### config.mk
export PLATFORM = sky130hd
export DESIGN_NAME = pc_update_unit_flat
export DESIGN_NICKNAME = d
export VERILOG_FILES = /design/src/rtl/pc_update_unit_if.sv /design/src/rtl/pc_update_unit.sv /design/src/flat_wrapper.sv
export SDC_FILE = /design/constraint.sdc
export NUM_CORES = 1
export LEC_CHECK = 0
export ABC_AREA = 1
export CAP_MARGIN = 20
export CORE_MARGIN = 2
export CORE_UTILIZATION = 48
export CTS_CLUSTER_SIZE = 40
export DETAILED_ROUTE_END_ITERATION = 12
export HOLD_SLACK_MARGIN = 0.06
export MAX_ROUTING_LAYER = met4
export PLACE_DENSITY = 0.88
export SETUP_SLACK_MARGIN = 0.02
export SYNTH_ARGS = -nofsm -noshare
export SYNTH_HDL_FRONTEND = slang
export SYNTH_SLANG_ARGS = --single-unit
### constraint.sdc
create_clock -name clk -period 2.6 [get_ports clk]
set_input_delay 0.26 -clock clk [delete_from_list [all_inputs] [get_ports clk]]
set_output_delay 0.26 -clock clk [all_outputs]
set_load 0.05 [all_outputs]
### src/rtl/pc_update_unit_if.sv
// pc_update_unit_if: PC-source mux, branch, exception and vector-fetch signals of the PC stage
interface pc_update_unit_if;
  logic [2:0]  ctrl_pc_src;
  logic [31:0] pc_next;
  logic        pc_write;
  logic        pc_write_cond;
  logic [1:0]  branch_op;
  logic        alu_zero;
  logic        alu_gt;
  logic        exc_opcode;
  logic        exc_overflow;
  logic        exc_div0;
  logic [2:0]  pc_src_sel;
  logic [31:0] pc;
  logic [31:0] epc;
  logic [1:0]  exc_cause;
  logic        exc_busy;
  logic        vec_mem_read;
  logic [31:0] vec_addr;
  modport master (
    output ctrl_pc_src, pc_next, pc_write, pc_write_cond, branch_op, alu_zero, alu_gt,
           exc_opcode, exc_overflow, exc_div0,
    input  pc_src_sel, pc, epc, exc_cause, exc_busy, vec_mem_read, vec_addr
  );
  modport slave (
    input  ctrl_pc_src, pc_next, pc_write, pc_write_cond, branch_op, alu_zero, alu_gt,
           exc_opcode, exc_overflow, exc_div0,
    output pc_src_sel, pc, epc, exc_cause, exc_busy, vec_mem_read, vec_addr
  );
endinterface

### src/rtl/pc_update_unit.sv
// pc_update_unit: holds PC/EPC, resolves branch writes and sequences exception vector fetch
module pc_update_unit (
  input logic              clk,
  input logic              reset,
  pc_update_unit_if.slave  bus
);
  typedef enum logic [2:0] {IDLE, SAVE, WAIT1, WAIT2, LOAD} state_t;
  state_t      state_q, state_d;
  logic [31:0] pc_q, pc_d, epc_q, epc_d;
  logic [1:0]  cause_q, cause_d;
  logic        cond, exc_any;
  // Branch condition and exception detect from current inputs
  always_comb begin
    cond = bus.branch_op == 2'b00 ? bus.alu_zero :
           bus.branch_op == 2'b01 ? !bus.alu_zero :
           bus.branch_op == 2'b10 ? (bus.alu_zero | !bus.alu_gt) : bus.alu_gt;
    exc_any = bus.exc_opcode | bus.exc_overflow | bus.exc_div0;
  end
  // Next-state logic: PC writes only in IDLE, exceptions run SAVE->WAIT1->WAIT2->LOAD
  always_comb begin
    state_d = state_q;
    pc_d    = pc_q;
    epc_d   = epc_q;
    cause_d = cause_q;
    case (state_q)
      IDLE: begin
        if (bus.pc_write | (bus.pc_write_cond & cond)) pc_d = bus.pc_next;
        if (exc_any) begin
          state_d = SAVE;
          cause_d = bus.exc_opcode ? 2'b01 : bus.exc_overflow ? 2'b10 : 2'b11;
        end
      end
      SAVE: begin
        epc_d   = pc_q - 32'd4;
        state_d = WAIT1;
      end
      WAIT1: state_d = WAIT2;
      WAIT2: state_d = LOAD;
      LOAD: begin
        pc_d    = {24'b0, bus.pc_next[7:0]};
        state_d = IDLE;
      end
      default: state_d = IDLE;
    endcase
  end
  // State registers with synchronous reset
  always_ff @(posedge clk) begin
    if (reset) begin
      state_q <= IDLE;
      pc_q    <= '0;
      epc_q   <= '0;
      cause_q <= '0;
    end else begin
      state_q <= state_d;
      pc_q    <= pc_d;
      epc_q   <= epc_d;
      cause_q <= cause_d;
    end
  end
  // Vector byte addresses 253..255 sit at 252 + cause
  always_comb begin
    bus.pc_src_sel   = state_q == LOAD ? 3'b100 : bus.ctrl_pc_src;
    bus.exc_busy     = state_q != IDLE;
    bus.vec_mem_read = state_q == SAVE;
    bus.vec_addr     = (state_q == SAVE || state_q == WAIT1 || state_q == WAIT2) ?
                       32'd252 + {30'b0, cause_q} : 32'd0;
  end
  assign bus.pc        = pc_q;
  assign bus.epc       = epc_q;
  assign bus.exc_cause = cause_q;
endmodule

### src/flat_wrapper.sv
// flat-port wrapper written by rule: the top's interface ports become plain ports
module pc_update_unit_flat 
  (clk, reset, bus_ctrl_pc_src, bus_pc_next, bus_pc_write, bus_pc_write_cond, bus_branch_op, bus_alu_zero, bus_alu_gt, bus_exc_opcode, bus_exc_overflow, bus_exc_div0, bus_pc_src_sel, bus_pc, bus_epc, bus_exc_cause, bus_exc_busy, bus_vec_mem_read, bus_vec_addr);
  pc_update_unit_if bus_i ();
  input logic clk;
  input logic reset;
  input wire logic [$bits(bus_i.ctrl_pc_src)-1:0] bus_ctrl_pc_src;
  input wire logic [$bits(bus_i.pc_next)-1:0] bus_pc_next;
  input wire logic [$bits(bus_i.pc_write)-1:0] bus_pc_write;
  input wire logic [$bits(bus_i.pc_write_cond)-1:0] bus_pc_write_cond;
  input wire logic [$bits(bus_i.branch_op)-1:0] bus_branch_op;
  input wire logic [$bits(bus_i.alu_zero)-1:0] bus_alu_zero;
  input wire logic [$bits(bus_i.alu_gt)-1:0] bus_alu_gt;
  input wire logic [$bits(bus_i.exc_opcode)-1:0] bus_exc_opcode;
  input wire logic [$bits(bus_i.exc_overflow)-1:0] bus_exc_overflow;
  input wire logic [$bits(bus_i.exc_div0)-1:0] bus_exc_div0;
  output wire logic [$bits(bus_i.pc_src_sel)-1:0] bus_pc_src_sel;
  output wire logic [$bits(bus_i.pc)-1:0] bus_pc;
  output wire logic [$bits(bus_i.epc)-1:0] bus_epc;
  output wire logic [$bits(bus_i.exc_cause)-1:0] bus_exc_cause;
  output wire logic [$bits(bus_i.exc_busy)-1:0] bus_exc_busy;
  output wire logic [$bits(bus_i.vec_mem_read)-1:0] bus_vec_mem_read;
  output wire logic [$bits(bus_i.vec_addr)-1:0] bus_vec_addr;
  assign bus_i.ctrl_pc_src = bus_ctrl_pc_src;
  assign bus_i.pc_next = bus_pc_next;
  assign bus_i.pc_write = bus_pc_write;
  assign bus_i.pc_write_cond = bus_pc_write_cond;
  assign bus_i.branch_op = bus_branch_op;
  assign bus_i.alu_zero = bus_alu_zero;
  assign bus_i.alu_gt = bus_alu_gt;
  assign bus_i.exc_opcode = bus_exc_opcode;
  assign bus_i.exc_overflow = bus_exc_overflow;
  assign bus_i.exc_div0 = bus_exc_div0;
  assign bus_pc_src_sel = bus_i.pc_src_sel;
  assign bus_pc = bus_i.pc;
  assign bus_epc = bus_i.epc;
  assign bus_exc_cause = bus_i.exc_cause;
  assign bus_exc_busy = bus_i.exc_busy;
  assign bus_vec_mem_read = bus_i.vec_mem_read;
  assign bus_vec_addr = bus_i.vec_addr;
  pc_update_unit u_core (.clk(clk), .reset(reset), .bus(bus_i));
endmodule
==> out/results.ini <==
[floorplanning]
dieArea_um2=8698
die_h_um=93.27
dieWidth_um=93.27
io_pins=149
initial_utilization=0.4950
core.rowCount=32
core-area_um2=7727

[power]
pwr-share-seq=0.345
combPwrFrac=0.445
clock_power_share=0.211
p_sw_mw=1.657
p_sw_frac=0.4364
ir_drop_uv=314.3
power_density_nw_per_um2=740.4
internal_power_mw=2.141
leakage_nw=2.257

[place]
portBuffers=124
hpwlAfterDp_um=8204
detailed_place.area_um2=4952
dp_cells=751
gp_congestion=0.9978

[sta]
period_minus_slack_ns=2.301
min_period_over_period=0.8852
worst_pin_slew_ns=0.6936
hold_slack_ns=0.4746
hold_viol_final=0
max_freq_mhz=434.5
slew_headroom=0.5370
setup_tns_ns=0
setup_viol=0
fin_worst_skew_ns=0.005401
rsz0062_at_grt=no
finalMaxSlewViolations=0

[cts]
cts_max_path_buffers=2
cts_resized=0
cts_buffers=9
clock_latency_ns=0.34
post-cts-setup-buffers=0
cts_hold_buf=0
cts_max_level=3
cts-root-buf=clkbuf_8
path_clk_slew_ns=0.07
clock-sinks=69
cts_tree=done

[synth]
avgSynthCellArea_um2=6.917
yosysWarnings=0
synth_edf_count=0
synth_ff_type=dfxtp_1
synthArstFlopShare=0
syn-cell-area_um2=3825
synth_cell_types=36
synth_cells=553
post-synth-top-area-cell=dfxtp_1
synth_top_area_share=0.3611
synthTopCellsByArea=dfxtp_1 (36%), nand3_1 (9.6%), nand2_1 (8.2%), nor2_1 (7.1%), buf_4 (6.5%)
synth-seq-area-share=0.3611
ys_ff_latch=69

[finish]
drive_above_1_share=0.06175
stdcell_count=766
area_growth_syn_to_layout_pct=34.12
diodes=0
nets=707
final_cell_mix=clkdlybuf4s50_1 (123), nand2_1 (84), nand3_1 (73)
mostFrequentLayoutCell=clkdlybuf4s50_1
fillers=684
finish.utilization=0.6639
finalInstanceArea_um2=5130

[global_routing]
grt_first_pass_wirelength_um=17650
grt_pass1_vias=3629
grt_use_total=0.2618
grt_max_degree=60
grt_antenna_before_repair=0
grt-ovfl-total=0

[setup_path]
critPathKind=flip-flop to output pin
worstPathRequired_ns=2.34
cp_max_fo=5
crit_top_cell=nor2_4
cpMaxStageDelayCell=clkdlybuf4s50_1
max_stage_delay_ns=0.79
endpoint_kind=output pin
worstPathArrival_ns=2.04
critPathLaunchType=flip-flop
crit_path_cell_trace=nor2_4, inv_1, nor2_4, or2_2, clkdlybuf4s50_1

[route]
first_pass_iters=5
drt_wl_total_um=10760
drc=0
ant_nets=0
vias=3903
wl_per_cell_um=14.05
drt-initial-drc-count=277
viasPerCell=5.095

[job]
max_cap_viol_count=0

[worst_hold_path]
hp-class=flip-flop to flip-flop

[outcome]
status=complete, no violations

==> per-layer routing <==
metal  part of all wire  track usage
met2               0.50       0.4275
met3              0.066      0.03062
met5                  0            -
met4              0.017       0.1066
met1               0.42       0.3311
==> critical path, delay by kind of cell (launching register included) <==
kind / cells / cell delay [ns]
and+or+nand+nor: 3 / 0.45
buffers and inverters: 2 / 0.88
DFF: 1 / 0.37
==> flip-flops by register name, summed over array words and instances, names as in the netlist <==
| register | cells |
|---|---|
| u_core.bus.exc_cause | 2 |
| u_core.bus.pc | 32 |
| u_core.state_q | 3 |
| u_core.bus.epc | 32 |
==> area by class of cell <==
class	count	area, um^2	area share
clock buffers	14	172.7	0.03366
flip-flops and latches	69	1381	0.2693
well taps	102	127.6	0.02488
multi-input cells	387	1906	0.3715
clock inverters	1	5.005	0.0009756
inverters	66	251.5	0.04902
repair buffers	127	1286	0.2507
==> per-stage QoR <==
| step | setup slack (ns) | total power [mW] |
|---|---|---|
| floorplan | 0.4892 | 2.557 |
| global placement | 0.6707 | 2.972 |
| detailed placement | 0.5649 | 3.009 |
| CTS | 0.2697 | 3.799 |
| global route | 0.2136 | 4.003 |
| finish | 0.2985 | 3.798 |
==> power groups by stage <==
| stage | sequential, mW | clock [mW] | combinational [mW] |
|---|---|---|---|
| 2_1_floorplan | 1.70 | 0 | 0.856 |
| 3_3_place_gp | 1.32 | 0 | 1.65 |
| 3_5_place_dp | 1.33 | 0 | 1.68 |
| 4_1_cts | 1.31 | 0.807 | 1.69 |
| 5_1_grt | 1.32 | 0.859 | 1.82 |
| 6_report | 1.31 | 0.800 | 1.69 |
==> path summary, 6_finish.rpt <==
path,to,slack (ns),cells after the start,from
setup / recovery,bus_pc_src_sel[2],0.30,5,u_core.state_q[1]
hold / removal,u_core.bus.epc[2],0.47,1,u_core.bus.pc[2]
hold reg to reg,u_core.bus.epc[2],0.47,1,u_core.bus.pc[2]
setup reg to reg,u_core.bus.epc[22],0.98,9,u_core.bus.pc[3]
==> synth_stat cells, types with 5 or more instances <==
library cell,n
a21oi_1,45
buf_2,13
buf_4,33
dfxtp_1,69
inv_1,60
nand2_1,84
nand3_1,73
nand3_2,5
nor2_1,72
o21a_1,11
o21ai_0,30
o21bai_1,7
xor2_1,5
==> cells by family (layout without fill, tap and decap cells) <==
family / Yosys count / after routing / synth area share
buffers and inverters: 120 / 208 / 0.1632
xor gates and xnor gates: 8 / 8 / 0.01832
DFF: 69 / 69 / 0.3611
AOI/OAI and AO/OA: 102 / 102 / 0.1495
and+or+nand+nor: 252 / 252 / 0.3036
other: 1 / 24 / 0.0009804
adders and majority gates: 1 / 1 / 0.003271
Power figures use the tool's default switching activity.
